$ cat config.mk
export PLATFORM = sky130hd
export DESIGN_NAME = pulse_level_gen_flat
export DESIGN_NICKNAME = d
export VERILOG_FILES = /design/src/rtl/pulse_level_pkg.sv /design/src/rtl/pulse_level_gen_if.sv /design/src/rtl/pl_sat_cnt.sv /design/src/rtl/pulse_level_gen.sv /design/src/flat_wrapper.sv
export SDC_FILE = /design/constraint.sdc
export NUM_CORES = 1
export LEC_CHECK = 0
export ABC_AREA = 1
export CELL_PAD_IN_SITES_DETAIL_PLACEMENT = 1
export CELL_PAD_IN_SITES_GLOBAL_PLACEMENT = 1
export CORE_MARGIN = 2
export CORE_UTILIZATION = 38
export CTS_CLUSTER_SIZE = 24
export DETAILED_ROUTE_END_ITERATION = 12
export GPL_ROUTABILITY_DRIVEN = 0
export MAX_ROUTING_LAYER = met4
export PLACE_DENSITY = 0.83
export SYNTH_ARGS = -nofsm -noshare
export SYNTH_HDL_FRONTEND = slang
export SYNTH_HIERARCHICAL = 1
export SYNTH_SLANG_ARGS = --single-unit
export TNS_END_PERCENT = 20
$ cat constraint.sdc
create_clock -name clk -period 2.8 [get_ports clk]
set_clock_uncertainty 0.1 [all_clocks]
set_input_delay 0.56 -clock clk [delete_from_list [all_inputs] [get_ports clk]]
set_output_delay 0.56 -clock clk [all_outputs]
set_load 0.05 [all_outputs]
$ cat src/rtl/pulse_level_pkg.sv
// Shared types and sizing helpers for the pulse-to-level stretcher.
package pulse_level_pkg;

    typedef enum logic [1:0] {IDLE, HIGH, GAP} pl_state_t;

    // Width of a down-counter that must hold values up to max(hi, gap).
    function automatic int unsigned cnt_w(int unsigned hi, int unsigned gap);
        int unsigned m;
        m = (hi > gap) ? hi : gap;
        return $clog2(m + 1);
    endfunction

endpackage

$ cat src/rtl/pulse_level_gen_if.sv
// Event-in / level-out bundle of pulse_level_gen; master is the event source side.
interface pulse_level_gen_if #(
    parameter int unsigned PEND_W = 4
);
    logic              pulse_in;
    logic              level_out;
    logic              busy;
    logic [PEND_W-1:0] pend_cnt;
    logic              overflow;

    modport master (
        output pulse_in,
        input  level_out,
        input  busy,
        input  pend_cnt,
        input  overflow
    );

    modport slave (
        input  pulse_in,
        output level_out,
        output busy,
        output pend_cnt,
        output overflow
    );
endinterface

$ cat src/rtl/pl_sat_cnt.sv
// Saturating up/down counter holding queued events; sticky flag records dropped increments.
module pl_sat_cnt #(
    parameter int unsigned WIDTH = 4
) (
    input  logic             clk,
    input  logic             rst,
    input  logic             inc,
    input  logic             dec,
    output logic [WIDTH-1:0] value,
    output logic             overflow_sticky
);
    localparam logic [WIDTH-1:0] MaxVal = '1;

    logic [WIDTH-1:0] value_q, value_d;
    logic             ovf_q, ovf_d;

    // Simultaneous inc and dec cancel out, so they can never overflow.
    always_comb begin
        value_d = value_q;
        ovf_d   = ovf_q;
        if (inc && !dec) begin
            if (value_q == MaxVal) begin
                ovf_d = 1'b1;
            end else begin
                value_d = value_q + 1'b1;
            end
        end else if (dec && !inc && (value_q != '0)) begin
            value_d = value_q - 1'b1;
        end
    end

    always_ff @(posedge clk) begin
        if (rst) begin
            value_q <= '0;
            ovf_q   <= 1'b0;
        end else begin
            value_q <= value_d;
            ovf_q   <= ovf_d;
        end
    end

    assign value           = value_q;
    assign overflow_sticky = ovf_q;
endmodule

$ cat src/rtl/pulse_level_gen.sv
// Stretches event strobes into HIGH_CYCLES-wide level pulses separated by GAP_CYCLES low cycles.
// Optional PULSE_LEVEL_RETRIGGER_EN: events during the high phase extend it instead of queueing.
module pulse_level_gen
    import pulse_level_pkg::*;
#(
    parameter int unsigned HIGH_CYCLES = 4,
    parameter int unsigned GAP_CYCLES  = 2,
    parameter int unsigned PEND_W      = 4
) (
    input  logic                     clk,
    input  logic                     rst,
    pulse_level_gen_if.slave         bus
);
    localparam int unsigned CW = cnt_w(HIGH_CYCLES, GAP_CYCLES);
    localparam logic [CW-1:0] HiLoad  = CW'(HIGH_CYCLES - 1);
    localparam logic [CW-1:0] GapLoad = CW'(GAP_CYCLES - 1);

    if (HIGH_CYCLES < 1) begin : g_bad_high
        $error("HIGH_CYCLES must be >= 1");
    end
    if (GAP_CYCLES < 1) begin : g_bad_gap
        $error("GAP_CYCLES must be >= 1");
    end
    if (PEND_W < 1) begin : g_bad_pend
        $error("PEND_W must be >= 1");
    end

    pl_state_t         state_q, state_d;
    logic [CW-1:0]     cnt_q, cnt_d;
    logic              level_q, busy_q;
    logic              inc, dec;
    logic [PEND_W-1:0] pend_val;
    logic              ovf_val;

    always_comb begin
        state_d = state_q;
        cnt_d   = cnt_q;
        inc     = 1'b0;
        dec     = 1'b0;
        unique case (state_q)
            IDLE: begin
                if (bus.pulse_in) begin
                    state_d = HIGH;
                    cnt_d   = HiLoad;
                end
            end
            HIGH: begin
`ifdef PULSE_LEVEL_RETRIGGER_EN
                if (bus.pulse_in) begin
                    cnt_d = HiLoad;
                end else if (cnt_q == '0) begin
                    state_d = GAP;
                    cnt_d   = GapLoad;
                end else begin
                    cnt_d = cnt_q - 1'b1;
                end
`else
                inc = bus.pulse_in;
                if (cnt_q == '0) begin
                    state_d = GAP;
                    cnt_d   = GapLoad;
                end else begin
                    cnt_d = cnt_q - 1'b1;
                end
`endif
            end
            GAP: begin
                if (cnt_q == '0) begin
                    // A fresh event here is consumed directly rather than queued.
                    if ((pend_val != '0) || bus.pulse_in) begin
                        state_d = HIGH;
                        cnt_d   = HiLoad;
                    end else begin
                        state_d = IDLE;
                    end
                    dec = (pend_val != '0) && !bus.pulse_in;
                end else begin
                    inc   = bus.pulse_in;
                    cnt_d = cnt_q - 1'b1;
                end
            end
            default: begin
                state_d = IDLE;
            end
        endcase
    end

    always_ff @(posedge clk) begin
        if (rst) begin
            state_q <= IDLE;
            cnt_q   <= '0;
            level_q <= 1'b0;
            busy_q  <= 1'b0;
        end else begin
            state_q <= state_d;
            cnt_q   <= cnt_d;
            level_q <= (state_d == HIGH);
            busy_q  <= (state_d != IDLE);
        end
    end

    pl_sat_cnt #(
        .WIDTH (PEND_W)
    ) u_pend (
        .clk             (clk),
        .rst             (rst),
        .inc             (inc),
        .dec             (dec),
        .value           (pend_val),
        .overflow_sticky (ovf_val)
    );

    assign bus.level_out = level_q;
    assign bus.busy      = busy_q;
    assign bus.pend_cnt  = pend_val;
    assign bus.overflow  = ovf_val;
endmodule

$ cat src/flat_wrapper.sv
// flat-port wrapper written by rule: the top's interface ports become plain ports
module pulse_level_gen_flat import pulse_level_pkg::*;
#(
    parameter int unsigned HIGH_CYCLES = 4,
    parameter int unsigned GAP_CYCLES  = 2,
    parameter int unsigned PEND_W      = 4
)
  (clk, rst, bus_pulse_in, bus_level_out, bus_busy, bus_pend_cnt, bus_overflow);
  pulse_level_gen_if #(.PEND_W(PEND_W)) bus_i ();
  input  logic clk;
  input  logic rst;
  input wire logic [$bits(bus_i.pulse_in)-1:0] bus_pulse_in;
  output wire logic [$bits(bus_i.level_out)-1:0] bus_level_out;
  output wire logic [$bits(bus_i.busy)-1:0] bus_busy;
  output wire logic [$bits(bus_i.pend_cnt)-1:0] bus_pend_cnt;
  output wire logic [$bits(bus_i.overflow)-1:0] bus_overflow;
  assign bus_i.pulse_in = bus_pulse_in;
  assign bus_level_out = bus_i.level_out;
  assign bus_busy = bus_i.busy;
  assign bus_pend_cnt = bus_i.pend_cnt;
  assign bus_overflow = bus_i.overflow;
  pulse_level_gen #(.HIGH_CYCLES(HIGH_CYCLES), .GAP_CYCLES(GAP_CYCLES), .PEND_W(PEND_W)) u_core (.clk(clk), .rst(rst), .bus(bus_i));
endmodule
==> flow_summary_export.csv, run 1 <==
group,metric,value,unit
critical_path,end_kind,"register",
clock_tree,clockRootBuffer,"clkbuf_4",
synthesis,ys_warn_count,6,
worst_hold_path,min-delay-start,"u_core/u_pend/overflow_sticky",
critical_path,path_class,"reg -> reg",
clock_tree,clkTransAtPathRegs,80,ps
synthesis,post_synth_fa_ha_maj_area_fraction,11.1,%
synthesis,yosysTopAreaCell,"dfxtp_1",
floorplan,start_util,39.4,%
synthesis,synth_top_area_share,28.1,%
synthesis,yosys-top-cells-area,"dfxtp_1 28%, nand2_1 15%, nor2_1 10%, ha_1 8.8%, inv_1 5.7%",
routing,drtIter0Drc,7,
clock_tree,cts.repair.resized,0,
floorplan,fp.dieW,51.4,microns
routing,vias_per_cell,4.84,
final_layout,layout_common_cells,"35 x nand2_1, 23 x nor2_1, 13 x inv_1, 12 x dfxtp_1, 9 x clkdlybuf4s50_1",
floorplan,dieArea,2640,sq um
critical_path,r2r_cells,12,
worst_hold_path,hold_depth,2,
clock_tree,clock-sinks,12,
clock_tree,postCtsHoldBufs,0,
routing,vias,832,
synthesis,syn_area,855,sq um
clock_tree,cts_setup_buffers,0,
final_layout,fin_area,1020,sq um
critical_path,path_cells,"inv_1, ha_1, inv_1, nor3_1, nand2_2, ha_1, or2_0, nand2_1, nand2_1, nand2_1, nor2_1, nor2_2",
critical_path,crit_path_start_kind,"register",
critical_path,r2r-end,"u_core/u_pend/value[3]",
critical_path,crit-reg2reg-launch,"u_core/state_q[0]",
synthesis,ys_seq_area_share,28.1,%
critical_path,crit_arrival,2430,ps
final_layout,synthToLayoutAreaGrowth,19.8,%
global_routing,grt_max_degree,9,
timing,fin_crit,2350,ps
critical_path,slowest_delay,380,ps
synthesis,syn_area_per_cell,6.57,sq um
critical_path,path_max_fanout,6,
synthesis,netlist-cell-type-count,23,
routing,drc,0,
synthesis,yosys.area_share.simple,44.5,%
clock_tree,insertion_delay,270,ps
floorplan,rows,17,
synthesis,synth_xor_area_share,1.02,%
routing,ant_nets,0,
synthesis,synthMuxAreaShare,0,%
timing,clock.fmax,425,MHz
pwr,p_leak,0.000493,uW
global_routing,overflow,0,
final_layout,fin_nets,155,
final_layout,final_common_cell,"nand2_1",
job,drv_cap,0,
synthesis,netlist_instances,130,
place,placed_cell_area,987,sq um
global_routing,grt_pass1_wl,3.88,mm
critical_path,required,2880,ps
timing,finalSetupTns,0,ps
clock_tree,cts_tree,"done",
pwr,pwr_density_cell,1000,nW/um^2
worst_hold_path,hold_path_end,"u_core/u_pend/overflow_sticky",
worst_hold_path,hp-class,"reg -> reg",
timing,period_share,83.9,%
synthesis,ys_ff_latch,12,
synthesis,synth_top_family_by_area,"simple AND/OR/NAND/NOR gates",
timing,maxSlewHeadroom,66.8,%
timing,finalSetupViolations,0,
clock_tree,htreeDepth,1,
clock_tree,numCtsBuffers,3,
pwr,vdd_drop_max,572,uV
critical_path,worst_path_most_repeated_cell,"nand2_1",
synthesis,synth_fp_nets,140,
global_routing,antenna_found_initial,0,
routing,drt_wl_total,2.22,mm
final_layout,drive_above_1_share,16.0,%
timing,drv_slew,0,
global_routing,grt_usage,20.2,%
synthesis,synth_compound_area_share,7.61,%
floorplan,die_y,51.4,microns
place,io_buffers,9,
clock_tree,cts_buffer_depth,2,
timing,rsz0062_at_grt,"no",
routing,drtPass1Iterations,4,
floorplan,fp.coreArea,2170,sq um
timing,worst_slew_pin_slew,496,ps
run_status,status,"finished, final reports clean",
critical_path,reg2reg_slack,450,ps
final_layout,n_antenna_cell,0,
timing,finalHoldViolCount,0,
critical_path,cpMaxStageDelayCell,"dfxtp_1",
place,dp_hpwl,1.65,mm
global_routing,grt_pass1_vias,870,
floorplan,io-pin-count,10,
routing,wire_per_inst,12.9,microns
-- sequential cells by signal (all words and copies together) (netlist names) --
name / count
u_core/cnt_q: 3
u_core/bus.level_out: 1
u_core/u_pend/overflow_sticky: 1
u_core/u_pend/value: 4
u_core/state_q: 2
u_core/bus.busy: 1
-- power by group --
| group | total [uW] | leakage, uW | switching [uW] | internal (uW) |
|---|---|---|---|---|
| combinational | 611 | 0.000373 | 393 | 218 |
| sequential | 276 | 0.0000983 | 56.2 | 220 |
| clock | 140 | 0.0000210 | 61.1 | 79.0 |
| total | 1030 | 0.000493 | 510 | 516 |
-- area by class of cell --
type                            count  area (sq um)
Tap cell                           28          35.0
Sequential cell                    12           240
Multi-Input combinational cell    101           549
Fill cell                         308          1150
Clock buffer                        4          36.3
Timing Repair Buffer               10          97.6
Inverter                           17          65.1
-- worst max-delay path: cells and delay by family, from the launching register on --
kind	cells	cell delay, ps
simple gates	8	920
fa+ha+maj	2	680
flops	1	380
buf+inv	2	170
-- per-stage QoR --
step	util (%)	hold slack [ps]	power (uW)	setup WS, ps	instances
after floorplan	-	423	721	566	130
after global placement	45.5	356	858	275	168
after detailed placement	45.5	365	880	170	168
after CTS	47.2	389	1030	428	172
after global routing	47.2	409	1120	272	172
final	47.2	390	1030	450	172
-- kinds of logic (layout without fill, tap and decap cells) --
| kind of cell | after synthesis | after routing |
|---|---|---|
| adder cells (fa/ha/maj) | 7 | 7 |
| XOR/XNOR | 1 | 1 |
| AND/OR/NAND/NOR | 83 | 83 |
| AO/OA/AOI/OAI | 10 | 10 |
| flip-flops | 12 | 12 |
| buffers and inverters | 17 | 31 |
-- cells in the mapped netlist, drive strengths merged --
cell type  instances
a21oi              4
clkinv             1
dfxtp             12
fa                 1
ha                 6
inv               16
nand2             42
nand3             10
nand3b             1
nor2              27
nor3               2
o21ai              4
o21bai             1
o22ai              1
or2                1
xnor2              1
-- how the worst max path moves through the flow --
stage                 startpoint                      to  slack [ps]
2_1_floorplan  u_core/state_q[0]  u_core/u_pend/value[3]         570
3_3_place_gp        bus_pulse_in  u_core/u_pend/value[3]         280
3_5_place_dp        bus_pulse_in  u_core/u_pend/value[3]         170
4_1_cts        u_core/state_q[0]  u_core/u_pend/value[3]         430
5_1_grt        u_core/state_q[1]  u_core/u_pend/value[3]         270
6_report       u_core/state_q[0]  u_core/u_pend/value[3]         450
-- metal layers --
metal  share of wire (%)  global-route usage (%)  vias up
met1                  51                    27.6      391
li1                    -                       -      429
met2                  47                    31.6       10
met5                   0                       -        -
met3                 1.3                   0.877        2
met4                0.72                    7.89        0
Power figures use the tool's default switching activity.
==> run 2: changes to the inputs <==
==> constraint.sdc (replaced) <==
create_clock -name clk -period 2.4 [get_ports clk]
set_clock_uncertainty 0.1 [all_clocks]
set_input_delay 0.48 -clock clk [delete_from_list [all_inputs] [get_ports clk]]
set_output_delay 0.48 -clock clk [all_outputs]
set_load 0.05 [all_outputs]
==> run 2 against run 1 <==
Compared with the run above:
- critical path depth is 11 lower
- clock-buffer cell count stayed put
- wire length is 11% higher
- non-clock buffer count is 2 higher
- sequential share of layout area is 0.27 points lower
- cell area is 2.2% higher
- final cell count is 1.2% higher
- flip-flop and latch count stayed put
- largest cell class unchanged
- register-to-register slack worse by 290 ps
- utilization is 1.0 points higher
- combinational power is 19% higher
==> flow_summary_export.csv, run 2 (synthesized netlist as in run 1, its figures left out) <==
group,metric,value,unit
run_status,status,"finished, final reports clean",
routing,wire_per_inst,14.2,microns
routing,drtIter0Drc,18,
global_routing,grt_usage,21.7,%
routing,met1Wirelength,1.15,mm
critical_path,path_max_fanout,8,
critical_path,crit_family,"buffers and inverters",
global_routing,antenna_found_initial,0,
floorplan,die_y,51.4,microns
final_layout,synthToLayoutAreaGrowth,22.4,%
clock_tree,insertion_delay,270,ps
pwr,vdd_drop_max,684,uV
pwr,switching_share,50.0,%
place,io_buffers,9,
clock_tree,cts_tree,"done",
final_layout,final.fill_count,303,
timing,clock.fmax,443,MHz
pwr,seqPwrFrac,27.0,%
routing,vias,861,
pwr,p_leak,0.000502,uW
global_routing,grt_pass1_vias,887,
timing,finalHoldViolCount,0,
clock_tree,cts.repair.resized,0,
clock_tree,htreeDepth,1,
critical_path,path_cells,"clkdlybuf4s50_1",
clock_tree,cts_setup_buffers,0,
worst_hold_path,hp-class,"reg -> reg",
routing,top_layer,"met4",
final_layout,largest_reg_flops,4,
floorplan,rows,17,
timing,fin_crit,2260,ps
clock_tree,clkTransAtPathRegs,80,ps
pwr,pwr_density_cell,1170,nW/um^2
worst_hold_path,hold_depth,2,
timing,hold_ws,376,ps
routing,drc,0,
timing,period_share,94.2,%
routing,ant_nets,0,
floorplan,start_util,39.4,%
global_routing,overflow,0,
pwr,comb_power_share,59.8,%
place,dp_hpwl,1.78,mm
critical_path,end_kind,"primary output",
timing,finalSetupViolations,0,
clock_tree,clock-sinks,12,
final_layout,n_antenna_cell,0,
routing,wl_met3,59,microns
critical_path,worst-path-buf-inv,1,
clock_tree,cts_buffer_depth,2,
final_layout,layout_common_cells,"35 x nand2_1, 23 x nor2_1, 13 x inv_1, 10 x dfxtp_1, 9 x clkdlybuf4s50_1",
pwr,finalPower,1220,uW
floorplan,dieArea,2640,sq um
pwr,p_int,609,uW
worst_hold_path,min-delay-start,"u_core/u_pend/overflow_sticky",
timing,maxSlewHeadroom,66.8,%
final_layout,final_common_cell,"nand2_1",
worst_hold_path,hold_path_end,"u_core/u_pend/overflow_sticky",
critical_path,slowest_delay,870,ps
clock_tree,clockRootBuffer,"clkbuf_4",
global_routing,grt_pass1_wl,4.06,mm
critical_path,r2r-end,"u_core/u_pend/value[3]",
critical_path,path_class,"reg -> out",
timing,drv_slew,0,
routing,drtPass1Iterations,4,
job,drv_cap,0,
global_routing,grt_max_degree,9,
final_layout,fin_nets,157,
critical_path,crit_arrival,1680,ps
final_layout,drive_above_1_share,19.2,%
critical_path,reg2reg_slack,160,ps
clock_tree,postCtsHoldBufs,0,
critical_path,r2r_cells,12,
timing,worst_slew_pin_slew,496,ps
critical_path,required,1820,ps
critical_path,crit_path_start_kind,"register",
pwr,p_switching,610,uW
routing,drt_wl_total,2.47,mm
pwr,clockPowerShare,13.2,%
floorplan,fp.coreArea,2170,sq um
critical_path,crit-reg2reg-launch,"u_core/state_q[0]",
clock_tree,numCtsBuffers,3,
critical_path,cpMaxStageDelayCell,"clkdlybuf4s50_1",
routing,wl_met2,1.22,mm
floorplan,io-pin-count,10,
routing,vias_per_cell,4.95,
floorplan,fp.dieW,51.4,microns
run 2: routing by layer:
layer / vias to the layer above / track usage (%)
met5: - / -
met4: 0 / 10.5
met3: 4 / 2.05
met2: 18 / 35.7
met1: 406 / 26.7
li1: 433 / -
run 2: area by class of cell:
cell class	count	area [sq um]	area share, %
inverters	17	65.1	6.22
clock buffers	4	36.3	3.47
flip-flops and latches	12	243	23.2
well taps	28	35.0	3.35
repair buffers	12	113	10.8
multi-input cells	101	554	53.0
run 2: worst max-delay path by stage:
stage | from | end | slack (ps) | cells after the start
after floorplan | u_core/state_q[0] | u_core/u_pend/value[3] | 170 | 12
after global routing | u_core/state_q[0] | u_core/u_pend/value[3] | -10 | 12
after global placement | bus_pulse_in | u_core/u_pend/value[3] | -0.8 | 11
after detailed placement | bus_pulse_in | u_core/u_pend/value[3] | -130 | 11
after CTS | u_core/state_q[0] | u_core/u_pend/value[3] | 30 | 12
final | u_core/u_pend/value[0] | bus_pend_cnt[0] | 140 | 1
run 2: per-stage QoR:
stage	instances	setup WS [ps]	TNS (ps)	utilization [%]	instance area (sq um)
after floorplan	130	166	0	-	855
after global placement	170	-0.843	-0.843	46.2	1000
after detailed placement	170	-129	-145	46.2	1000
after CTS	174	28.0	0	47.9	1040
after global routing	174	-14.1	-14.1	48.2	1050
final	174	140	0	48.2	1050
run 2: power by group through the flow:
| stage | logic (uW) | clock network, uW | registers, uW |
|---|---|---|---|
| 6_report | 730 | 161 | 329 |
| 2_1_floorplan | 432 | 0 | 410 |
| 3_3_place_gp | 680 | 0 | 323 |
| 3_5_place_dp | 708 | 0 | 331 |
| 5_1_grt | 809 | 175 | 338 |
| 4_1_cts | 723 | 166 | 326 |
